`src/rtl/lookup_pkg.sv`:
```
// Shared definitions for the TIE lookup-RAM interface, used by both the
// initiator and responder sides.
package lookup_pkg;

    localparam int LOOKUP_ADDR_W = 8;
    localparam int LOOKUP_DATA_W = 32;
    localparam int LOOKUP_OUT_W  = 1 + LOOKUP_ADDR_W + LOOKUP_DATA_W;
    localparam int WR_BIT        = 40;
    localparam int ADDR_LSB      = 32;

    typedef logic [LOOKUP_OUT_W-1:0] lookup_out_t;

    // Read requests always carry a zero data field.
    function automatic lookup_out_t lookup_pack(input logic                     write,
                                                input logic [LOOKUP_ADDR_W-1:0] addr,
                                                input logic [LOOKUP_DATA_W-1:0] wdata);
        return {write, addr, (write ? wdata : {LOOKUP_DATA_W{1'b0}})};
    endfunction

    function automatic logic lookup_is_write(input lookup_out_t out);
        return out[WR_BIT];
    endfunction

    function automatic logic [LOOKUP_ADDR_W-1:0] lookup_addr(input lookup_out_t out);
        return out[WR_BIT-1:ADDR_LSB];
    endfunction

    function automatic logic [LOOKUP_DATA_W-1:0] lookup_wdata(input lookup_out_t out);
        return out[ADDR_LSB-1:0];
    endfunction

endpackage

```
`src/rtl/lookup_rsp_fifo.sv`:
```
// Synchronous response FIFO with occupancy count; data output reads as zero
// while empty so the consumer never sees stale entries.
module lookup_rsp_fifo #(
    parameter int DATA_W = 32,
    parameter int DEPTH  = 4
) (
    input  logic                   clk_i,
    input  logic                   rst_ni,
    input  logic                   push_i,
    input  logic [DATA_W-1:0]      push_data_i,
    input  logic                   pop_i,
    output logic [DATA_W-1:0]      pop_data_o,
    output logic [$clog2(DEPTH):0] count_o
);

    localparam int PTR_W = $clog2(DEPTH);

    logic [DATA_W-1:0] mem_q [DEPTH];
    logic [PTR_W-1:0]  wr_ptr_q, wr_ptr_d;
    logic [PTR_W-1:0]  rd_ptr_q, rd_ptr_d;
    logic [PTR_W:0]    count_q, count_d;

    always_comb begin
        wr_ptr_d = wr_ptr_q;
        rd_ptr_d = rd_ptr_q;
        count_d  = count_q;
        if (push_i) wr_ptr_d = wr_ptr_q + PTR_W'(1);
        if (pop_i)  rd_ptr_d = rd_ptr_q + PTR_W'(1);
        if (push_i && !pop_i)      count_d = count_q + (PTR_W+1)'(1);
        else if (!push_i && pop_i) count_d = count_q - (PTR_W+1)'(1);
    end

    always_ff @(posedge clk_i) begin
        if (!rst_ni) begin
            wr_ptr_q <= '0;
            rd_ptr_q <= '0;
            count_q  <= '0;
        end else begin
            wr_ptr_q <= wr_ptr_d;
            rd_ptr_q <= rd_ptr_d;
            count_q  <= count_d;
            if (push_i) mem_q[wr_ptr_q] <= push_data_i;
        end
    end

    assign pop_data_o = (count_q != '0) ? mem_q[rd_ptr_q] : '0;
    assign count_o    = count_q;

endmodule

```
`src/rtl/lookup_initiator.sv`:
```
// Initiator end of the TIE lookup-RAM interface: valid/ready command port in,
// fixed-latency request/capture toward the responder, buffered read responses out.
module lookup_initiator
    import lookup_pkg::*;
#(
    parameter int ADDR_W    = LOOKUP_ADDR_W,
    parameter int DATA_W    = LOOKUP_DATA_W,
    parameter int LATENCY   = 1,
    parameter int RSP_DEPTH = 4
) (
    input  logic                     CLK,
    input  logic                     Reset_n,
    input  logic                     cmd_valid,
    output logic                     cmd_ready,
    input  logic                     cmd_write,
    input  logic [ADDR_W-1:0]        cmd_addr,
    input  logic [DATA_W-1:0]        cmd_wdata,
    output logic                     TIE_lookup_ram_Out_Req,
    output logic [ADDR_W+DATA_W:0]   TIE_lookup_ram_Out,
    input  logic [DATA_W-1:0]        TIE_lookup_ram_In,
    output logic                     rsp_valid,
    input  logic                     rsp_ready,
    output logic [DATA_W-1:0]        rsp_data,
    output logic                     busy
);

    localparam int OUT_W = 1 + ADDR_W + DATA_W;
    localparam int CNT_W = $clog2(RSP_DEPTH) + 1;
    localparam int SUM_W = CNT_W + 1;

    logic               out_req_q, out_req_d;
    logic [OUT_W-1:0]   out_q, out_d;
    logic [LATENCY-1:0] inflight_q, inflight_d;
    logic [CNT_W-1:0]   fifo_cnt;
    logic [SUM_W-1:0]   rd_cnt, outstanding;
    logic               issue_rd, credit_ok, accept, pop;

    // A read currently on the bus has not yet entered the in-flight pipe.
    assign issue_rd = out_req_q & ~out_q[OUT_W-1];

    always_comb begin
        rd_cnt = '0;
        for (int i = 0; i < LATENCY; i++) rd_cnt = rd_cnt + SUM_W'(inflight_q[i]);
    end

    assign outstanding = rd_cnt + SUM_W'(fifo_cnt) + SUM_W'(issue_rd);
    assign credit_ok   = outstanding < SUM_W'(RSP_DEPTH);
    assign cmd_ready   = Reset_n & (cmd_write | credit_ok);
    assign accept      = cmd_valid & cmd_ready;

    always_comb begin
        out_req_d  = accept;
        out_d      = out_q;
        inflight_d = inflight_q;
        if (accept) out_d = {cmd_write, cmd_addr, (cmd_write ? cmd_wdata : {DATA_W{1'b0}})};
        inflight_d[0] = issue_rd;
        for (int i = 1; i < LATENCY; i++) inflight_d[i] = inflight_q[i-1];
    end

    always_ff @(posedge CLK) begin
        if (!Reset_n) begin
            out_req_q  <= 1'b0;
            out_q      <= '0;
            inflight_q <= '0;
        end else begin
            out_req_q  <= out_req_d;
            out_q      <= out_d;
            inflight_q <= inflight_d;
        end
    end

    // The last pipe stage marks the cycle the responder's data is valid.
    assign pop = rsp_valid & rsp_ready;

    lookup_rsp_fifo #(
        .DATA_W (DATA_W),
        .DEPTH  (RSP_DEPTH)
    ) u_rsp_fifo (
        .clk_i       (CLK),
        .rst_ni      (Reset_n),
        .push_i      (inflight_q[LATENCY-1]),
        .push_data_i (TIE_lookup_ram_In),
        .pop_i       (pop),
        .pop_data_o  (rsp_data),
        .count_o     (fifo_cnt)
    );

    assign rsp_valid              = fifo_cnt != '0;
    assign busy                   = (|inflight_q) | (fifo_cnt != '0) | out_req_q;
    assign TIE_lookup_ram_Out_Req = out_req_q;
    assign TIE_lookup_ram_Out     = out_q;

endmodule

```
`config.mk`:
```
export PLATFORM = sky130hd
export DESIGN_NAME = lookup_initiator
export DESIGN_NICKNAME = d
export VERILOG_FILES = /design/src/rtl/lookup_pkg.sv /design/src/rtl/lookup_rsp_fifo.sv /design/src/rtl/lookup_initiator.sv
export SDC_FILE = /design/constraint.sdc
export NUM_CORES = 1
export LEC_CHECK = 0
export CAP_MARGIN = 25
export CORE_MARGIN = 2
export CORE_UTILIZATION = 51
export DETAILED_ROUTE_END_ITERATION = 6
export MAX_ROUTING_LAYER = met4
export PLACE_DENSITY = 0.81
export SYNTH_ARGS = -nofsm -noshare
export SYNTH_HDL_FRONTEND = slang
export SYNTH_SLANG_ARGS = --single-unit
```
`constraint.sdc`:
```
create_clock -name CLK -period 2.58 [get_ports CLK]
set_input_delay 0.516 -clock CLK [delete_from_list [all_inputs] [get_ports CLK]]
set_output_delay 0.516 -clock CLK [all_outputs]
set_load 0.01 [all_outputs]
```
; Word-level counts from Yosys, hierarchy flattened
; Memory sizes are Yosys's and may differ from the RTL's. A register that Yosys moved wholly into a read port is not among the register bits.
; Cells that the tools add are included.
[word_totals]
reg_bits = 50
ram_bits = 128
input_bits = 77
wordCells = 37
n_memories = 1
[op_classes]
n_addsub = 6
n_lt_le_gt_ge = 1
n_mux = 9
n_bitwise = 8
n_reduce_logical = 6
[memory_table]
columns = memory, words, width, rd, rd_clocked_by_memory_dff, write_ports, line_no
row1 = u_rsp_fifo.mem_q, 4, 32, 1, 1, 1, lookup_rsp_fifo.sv:18  ; logic [DATA_W-1:0] mem_q [DEPTH];
[op_table]
columns = op, n
row1 = 2-to-1 mux 32 bit, 2
row2 = 2-to-1 mux 3 bit, 2
row3 = adder 1 x 3 -> 4 bit, 1
row4 = "adder 2 x 1 -> 2 bit, second input constant", 2
row5 = adder 4 x 1 -> 4 bit, 1
row6 = AND 1 bit, 4
row7 = "< comparator 4 x 3 -> 1 bit, second input constant", 1
row8 = 2-to-1 mux 2 bit, 2
row9 = "adder 3 x 1 -> 3 bit, second input constant", 1
row10 = 2-to-1 mux 1 bit, 3
row11 = OR 1 bit, 3
row12 = nonzero test 3 bit, 1
row13 = "subtractor 3 x 1 -> 3 bit, second input constant", 1
row14 = logical AND 1 bit, 2
row15 = logical NOT 1 bit, 2
row16 = nonzero test 2 bit, 1
row17 = NOT 1 bit, 1

; Logic depth before layout (Yosys ltp)
; Gate-level depths: netlist of the first run.
[depth]
word_depth = 7
depth_mapped = 8
depth_no_buf = 7

; Modules after synthesis
; From an unflattened synthesis of the first run, not the netlist that was laid out.
[hier_totals]
hier_cells = 373
hier_area_um2 = 6819.0
[by_module_without_submodules]
columns = module, n_inst, cells_each, area_each_um2, seq_area_each_um2
row1 = lookup_rsp_fifo, 1, 245, 5277.6, 4023.9
row2 = lookup_initiator, 1, 128, 1541.5, 860.8

; Least setup slack after synthesis of the first run
; Ideal clock, no wire load.
[synth_path]
kind = in2reg
from = input port Reset_n
to = memory u_rsp_fifo.mem_q[1][0], enable pin
setup_ps = 392
t_arrival_ps = 1838
slack_ps = 349
stages = 3
path_cell_list = buf_2 clkbuf_1 and3_1
[synth_between]
elab_chain_cells = 2
[synth_rtl]
columns = item, line_no
row1 = start: declaration, lookup_initiator.sv:12  ; input logic Reset_n,
row2 = 2-to-1 mux 1 bit, lookup_rsp_fifo.sv:34  ; if (!rst_ni) begin
row3 = 2-to-1 mux 1 bit (not written as such), lookup_rsp_fifo.sv:42  ; if (push_i) mem_q[wr_ptr_q] <= push_data_i;
row4 = end: declaration, lookup_rsp_fifo.sv:18
; Every way passes these cells.

==> flow_summary.json, run 1 <==
{
  "status": "finished, final reports clean",
  "via_per_inst": 5.336,
  "synth-edff-count": 128,
  "die_w_um": 122.3,
  "cts.path.max_buffers": 2,
  "r2r-end": "u_rsp_fifo.count_o[2]",
  "synth_mux_area_share_pct": 16.00,
  "n_fill_cell": 929,
  "hold_start": "TIE_lookup_ram_Out[40]",
  "dp_slack_ps": 122.3,
  "area.growth.synth_to_final_pct": 32.94,
  "cp_num_cells": 5,
  "cts_tree": "done",
  "max-vdd-ir-drop_uv": 388.7,
  "finalWirelength_um": 14550,
  "place.gp.congestion": 0.7145,
  "yosysWarnings": 0,
  "synthFlopType": "edfxtp_1",
  "dp_hpwl_um": 9181,
  "syn_area_per_cell_sq_um": 16.10,
  "cap_violations": 0,
  "synth_top_family_by_area": "multiplexers",
  "grt_remaining_overflow": 0,
  "post-route-period-util_pct": 97.97,
  "crit_arrival_ps": 2010,
  "cts_sinks": 180,
  "synth_cell_type_count": 30,
  "path_delay_family": "buffers and inverters",
  "powerDensity_mw_per_mm2": 862.1,
  "grt_pass1_vias": 4403,
  "ys_ff_latch": 180,
  "place_inst": 761,
  "clkTransAtPathRegs_ps": 60,
  "post_synth_and_or_nand_nor_area_fraction_pct": 9.454,
  "finalPower_mw": 8.175,
  "track_usage_pct": 20.94,
  "nNetsFinal": 695,
  "final_hold_viol_count": 0,
  "critPathRequiredTime_ps": 2060,
  "synth-seq-area-share_pct": 68.48,
  "finalMaxSlewViolations": 0,
  "initial_core_util_pct": 51.79,
  "holdWs_ps": 453.2,
  "synth_top_cell_area_share_pct": 53.89,
  "crit_chain": "buf_16, buf_4, mux4_2, and2_1, dlygate4sd2_1",
  "synth_top_cell_by_area": "edfxtp_1",
  "root_buffer": "clkbuf_16",
  "synth.cell_area_sq_mm": 0.007133,
  "drt_iter0_drc": 253,
  "multi_input_area_sq_mm": 0.002048,
  "cts_made_buffers": 17,
  "synth_xor_xnor_area_share_pct": 0.6139,
  "vias": 4290,
  "tightest_slew_ps": 726.3,
  "startpoint_type": "flip-flop",
  "setup_viol": 0,
  "port_buffers": 153,
  "row_count": 43,
  "setup-tns-final_ps": 0,
  "wl_per_cell_um": 18.09,
  "max_stage_delay_ps": 480,
  "die_y_um": 122.3,
  "h-tree-depth": 4,
  "grt_pass1_wl_um": 22640,
  "antenna_left": 0,
  "die-area_sq_mm": 0.01495,
  "diodes": 0,
  "skew_ps": 11.91,
  "seq_area_sq_mm": 0.004897,
  "fin_crit_ps": 2528,
  "grt_start_max_net_pins": 81,
  "antenna_found_initial": 0,
  "holdCritPathClass": "flip-flop to flip-flop",
  "synth_cells": 443,
  "drive_gt1_share_pct": 15.71,
  "drtPass1Iterations": 4,
  "r2r_start": "u_rsp_fifo.count_o[2]",
  "cp_slowest_cell": "mux4_2",
  "synthArstFlopShare_pct": 0,
  "relSlewSlack_pct": 51.58,
  "critPathMaxFanout": 10,
  "cellLeakagePower_nw": 3.369,
  "synthTopCellsByArea": "edfxtp_1 54%, dfxtp_1 15%, mux4_2 10%, mux2i_1 5.9%, and2_1 2.9%",
  "path_buf_inv": 3,
  "synth_fa_ha_area_share_pct": 1.333,
  "clock_latency_ps": 420,
  "core_area_sq_mm": 0.01377,
  "fmax_ghz": 0.3956,
  "r2r_slack_ps": 240,
  "final_cells": 804,
  "drt_drc_violations_left": 0,
  "min_path_cells": 1,
  "synth_compound_area_share_pct": 1.140,
  "holdPathEnd": "inflight_q",
  "worstSetupPathType": "flip-flop to output port",
  "ios": 154,
  "fin_ws_ps": 52.43,
  "reg2regPathDepth": 8,
  "synth_fp_nets": 527,
  "cp-end-kind": "output port"
}
[worst max path at each step]
stage                                     start                endpoint
after floorplan                         Reset_n  u_rsp_fifo.mem_q[1][0]
after global placement                cmd_write               cmd_ready
after detailed placement              rsp_ready   u_rsp_fifo.count_o[2]
after CTS                 u_rsp_fifo.count_o[0]               cmd_ready
after global routing                  flip-flop            rsp_data[27]
final                                 flip-flop            rsp_data[27]
[routing by layer]
| metal | global-route usage (%) | vias to the layer above | wire length [um] |
|---|---|---|---|
| li1 | - | 1988 | - |
| met1 | 25.79 | 2104 | 5923 |
| met2 | 34.17 | 181 | 7425 |
| met3 | 5.855 | 17 | 1030 |
| met4 | 5.963 | 0 | 169 |
| met5 | - | - | 0 |
[stage by stage]
step / util [%] / area, sq um
floorplan: - / 7133
global placement: 64.24 / 8848
detailed placement: 64.24 / 8848
CTS: 68.50 / 9434
global route: 68.85 / 9483
finish: 68.85 / 9483
[Yosys cell counts, types with 2 or more instances]
| library cell | n |
|---|---|
| ha_1 | 6 |
| or3_1 | 2 |
| clkbuf_1 | 15 |
| nor2_1 | 9 |
| buf_2 | 5 |
| and3_1 | 4 |
| xor2_1 | 4 |
| edfxtp_1 | 128 |
| dfxtp_1 | 52 |
| nor3b_1 | 2 |
| inv_1 | 4 |
| nand3_1 | 32 |
| o21ai_0 | 2 |
| a21oi_1 | 3 |
| buf_6 | 5 |
| and2_1 | 33 |
| buf_8 | 4 |
| mux2i_1 | 42 |
| nand2_1 | 49 |
| mux4_2 | 32 |
[power by group]
| part | switching, mW | internal, mW | total [mW] |
|---|---|---|---|
| Clock | 1.03 | 1.32 | 2.35 |
| Sequential | 0.128 | 3.23 | 3.36 |
| Combinational | 1.09 | 1.37 | 2.46 |
| Total | 2.25 | 5.93 | 8.18 |
[kinds of logic after synthesis]
logic type,Yosys count
AOI/OAI and AO/OA,9
muxes,74
buffers and inverters,33
xor gates and xnor gates,5
adders and majority gates,7
DFF,180
and+or+nand+nor,135
[sequential cells by signal (all words and copies together) (netlist names), named ones only]
signal	flops
u_rsp_fifo.rd_ptr_q	2
u_rsp_fifo.wr_ptr_q	2
u_rsp_fifo.mem_q	128
inflight_q	1
TIE_lookup_ram_Out_Req	1
TIE_lookup_ram_Out	41
u_rsp_fifo.count_o	3
[worst reg2reg max path: stages, from the launching register on]
cell and delay [ps]:
dfxtp_1 350, buf_4 190, o31ai_1 390, ha_1 280, inv_1 70, fa_1 380
xor2_1 180, or3_1 300, a21oi_1 140
[layout make-up]
type                    count  share of cell area [%]
clock buffers              19                   4.565
flip-flops and latches    180                   51.64
repair buffers            177                   18.50
inverters                   4                  0.1583
well taps                 180                   2.375
multi-input cells         231                   21.60
clock inverters            13                   1.161
[cells in the final DEF, fill, tap and decap left out, types with 3 or more instances in the layout]
cell and instances:
clkdlybuf4s15_1 5, and3_2 4, xor2_1 4, dfxtp_1 48
inv_1 4, dfxtp_4 3, dlygate4sd2_1 28, ha_1 6
mux4_2 32, clkbuf_16 17, nand2_1 49, buf_4 18
and2_1 33, clkinv_2 4, a21oi_1 3, mux2i_1 42
clkdlybuf4s50_1 119, edfxtp_1 128, buf_12 5, nor2_1 9
nand3_1 32, clkinv_4 3
[repair_timing]
item                                    4_1_cts  5_1_grt
hold buffers                                  0        0
endpoints found under the setup margin       34        4
setup buffers                                 4        5
hold endpoints to repair                      0        0
gates cloned                                  2        0
gates resized for setup                      41        7
pin swaps                                     1        0
Note: power is estimated with default switching activity, not from simulation.
==> inputs of run 2 (changes only) <==
ABC_AREA = 1   (was default)
CAP_MARGIN = default   (was 25)
CORE_UTILIZATION = 50   (was 51)
PLACE_DENSITY = 0.8   (was 0.81)
==> run 2 against run 1 <==
  * Sequential cell count unchanged
  * Power down 4.4%
  * Maximum frequency up 1.6%
  * Global-route usage up 1.7 points
  * Wire length up 8.9%
  * Sequential power down 4%
  * Non-clock buffer count down 1
  * Clock power up 8.5%
  * Combinational power down 17%
  * Synthesized cell count up 42%
  * Largest cell class unchanged
  * Core utilization down 0.45 points
  * Critical path type unchanged
  * Critical path depth up 1
==> flow_summary.json, run 2 <==
{
  "skew_ps": 9.321,
  "synth_fa_ha_area_share_pct": 1.362,
  "place.gp.congestion": 0.7972,
  "synth-seq-area-share_pct": 69.96,
  "clkTransAtPathRegs_ps": 60,
  "yosysMostFrequentCell": "nor2_1",
  "h-tree-depth": 4,
  "drtPass1Iterations": 6,
  "initial_core_util_pct": 50.69,
  "worstSetupPathType": "flip-flop to output port",
  "ys_top_cells_by_count": "136 x nor2_1, 128 x edfxtp_1, 90 x nand2_1",
  "cts_sinks": 180,
  "synth_top_family_by_area": "simple AND/OR/NAND/NOR gates",
  "setup_viol": 0,
  "critPathMaxFanout": 17,
  "antenna_found_initial": 0,
  "fin_ws_ps": 93.33,
  "clock_latency_ps": 420,
  "post_synth_and_or_nand_nor_area_fraction_pct": 13.62,
  "place_inst": 949,
  "regMostFlops": "u_rsp_fifo.mem_q",
  "r2r_slack_ps": 800,
  "n_fill_cell": 980,
  "ios": 154,
  "final_cell_mix": "132 x nor2_1, 128 x edfxtp_1, 125 x clkdlybuf4s50_1",
  "critPathRequiredTime_ps": 2060,
  "grt_pass1_wl_um": 24480,
  "cts_tree": "done",
  "final_hold_viol_count": 0,
  "max_stage_delay_ps": 550,
  "holdWs_ps": 463.0,
  "dp_slack_ps": 263.3,
  "synth_top_cell_by_area": "edfxtp_1",
  "largest_reg_flops": 128,
  "holdCritPathClass": "flip-flop to flip-flop",
  "cts_made_buffers": 17,
  "crit_chain": "inv_1, buf_4, nor2_1, o21ai_0, a21oi_1, clkdlybuf4s50_1",
  "row_count": 43,
  "cp-endpoint": "rsp_data[28]",
  "synth_top_cell_area_share_pct": 55.05,
  "internal-power_mw": 5.617,
  "core_area_sq_mm": 0.01377,
  "seqPwrFrac_pct": 41.4,
  "drt_iter0_drc": 480,
  "final_area_sq_mm": 0.009420,
  "relSlewSlack_pct": 66.09,
  "diodes": 0,
  "wl_per_cell_um": 16.11,
  "root_buffer": "clkbuf_16",
  "synth_mux_area_share_pct": 0,
  "p_sw_mw": 2.200,
  "seq_area_sq_mm": 0.004892,
  "max-vdd-ir-drop_uv": 409.3,
  "die_w_um": 122.2,
  "postLayoutCoreUtil_pct": 68.40,
  "startpoint_type": "flip-flop",
  "path_buf_inv": 3,
  "yosysWarnings": 0,
  "fin_crit_ps": 2487,
  "pwr-share-comb_pct": 25.9,
  "r2r_start": "u_rsp_fifo.count_o[2]",
  "fmax_ghz": 0.4021,
  "vias": 5194,
  "cp_slowest_cell": "clkdlybuf4s50_1",
  "track_usage_pct": 22.63,
  "tightest_slew_ps": 507.9,
  "drive_gt1_share_pct": 8.842,
  "swShare_pct": 28.15,
  "drt_drc_violations_left": 0,
  "finalWirelength_um": 15840,
  "path_delay_family": "buffers and inverters",
  "synthArstFlopShare_pct": 0,
  "synth.cell_area_sq_mm": 0.006982,
  "die_y_um": 122.2,
  "synthTopCellsByArea": "edfxtp_1 55%, dfxtp_1 15%, nor2_1 7.3%, a21oi_1 5.2%, nand2_1 4.8%",
  "port_buffers": 153,
  "synth_fp_nets": 714,
  "dp_hpwl_um": 10240,
  "powerDensity_mw_per_mm2": 829.9,
  "cellLeakagePower_nw": 3.577,
  "die-area_sq_mm": 0.01492,
  "synth_cell_type_count": 21,
  "synth_cells": 630,
  "cts.path.max_buffers": 2,
  "synth_compound_area_share_pct": 10.18,
  "post-route-period-util_pct": 96.38,
  "r2r-end": "u_rsp_fifo.count_o[2]",
  "syn_area_per_cell_sq_um": 11.08,
  "crit_arrival_ps": 1970,
  "cap_violations": 0,
  "multi_input_area_sq_mm": 0.001802,
  "cp_num_cells": 6,
  "status": "finished, final reports clean",
  "nNetsFinal": 874,
  "via_per_inst": 5.284,
  "grt_pass1_vias": 5113,
  "grt_remaining_overflow": 0,
  "p_clk_share_pct": 32.6,
  "synth_xor_xnor_area_share_pct": 0,
  "finalMaxSlewViolations": 0,
  "final_common_cell": "nor2_1",
  "final_cells": 983,
  "cp-end-kind": "output port",
  "area.growth.synth_to_final_pct": 34.93,
  "antenna_left": 0,
  "ys_ff_latch": 180,
  "place_area_sq_mm": 0.008723,
  "synthFlopType": "edfxtp_1",
  "reg2regPathDepth": 11,
  "finalPower_mw": 7.818,
  "setup-tns-final_ps": 0,
  "synth-edff-count": 128,
  "grt_start_max_net_pins": 43
}
## run 2: cell types whose count changed after synthesis, moves of 21 or more
cell | previous run | this run
nand3_1 | 32 | 11
mux2i_1 | 42 | 0
nor2_1 | 9 | 136
a21oi_1 | 3 | 73
and2_1 | 33 | 0
nand2_1 | 49 | 90
mux4_2 | 32 | 0
o21ai_1 | 0 | 39
o21ai_0 | 2 | 30
## run 2: tightest hold or removal path: stages, from the launching register on
cell and delay, ps:
dfxtp_1 310, nand2_1 60, a21oi_1 50
## run 2: worst min-delay path by stage
stage | slack, ps | depth (start not counted) | to | startpoint
3_3_place_gp | 450 | 2 | TIE_lookup_ram_Out[26] | TIE_lookup_ram_Out[26]
6_report | 460 | 2 | TIE_lookup_ram_Out[8] | TIE_lookup_ram_Out[8]
2_1_floorplan | 430 | 2 | flip-flop | u_rsp_fifo.rd_ptr_q[1]
3_5_place_dp | 460 | 2 | TIE_lookup_ram_Out[11] | TIE_lookup_ram_Out[11]
5_1_grt | 470 | 2 | TIE_lookup_ram_Out[30] | TIE_lookup_ram_Out[30]
4_1_cts | 460 | 2 | TIE_lookup_ram_Out[8] | TIE_lookup_ram_Out[8]
## run 2: cell type report
| class | instances | share of cell area (%) |
|---|---|---|
| clock buffers | 18 | 4.556 |
| clock inverters | 14 | 1.700 |
| inverters | 23 | 0.9165 |
| multi-input cells | 392 | 19.13 |
| flip-flops and latches | 180 | 51.93 |
| well taps | 180 | 2.391 |
| repair buffers | 176 | 19.38 |
## run 2: power groups by stage
stage | clock network, mW | logic (mW) | registers, mW
final | 2.55 | 2.03 | 3.24
after global routing | 2.69 | 2.21 | 3.25
after CTS | 2.59 | 2.02 | 3.24
after detailed placement | 0 | 2.00 | 3.30
after global placement | 0 | 1.95 | 3.30
after floorplan | 0 | 1.03 | 3.29
## run 2: cells by family after synthesis
kind of cell | Yosys count
DFF | 180
AOI/OAI and AO/OA | 142
buffers and inverters | 58
adders and majority gates | 7
and+or+nand+nor | 243
## run 2: layer usage
metal | part of all wire (%) | track usage [%]
met5 | 0 | -
met4 | 2.1 | 10.99
met3 | 7.3 | 6.180
met2 | 50 | 36.63
met1 | 41 | 26.15
## run 2: what timing repair did
action / in CTS / in global routing
setup buffers: 2 / 0
endpoints found under the hold margin: 0 / 0
setup endpoints to repair: 30 / 25
hold buffers: 0 / 0
cloned: 0 / 0
resized for setup: 15 / 28
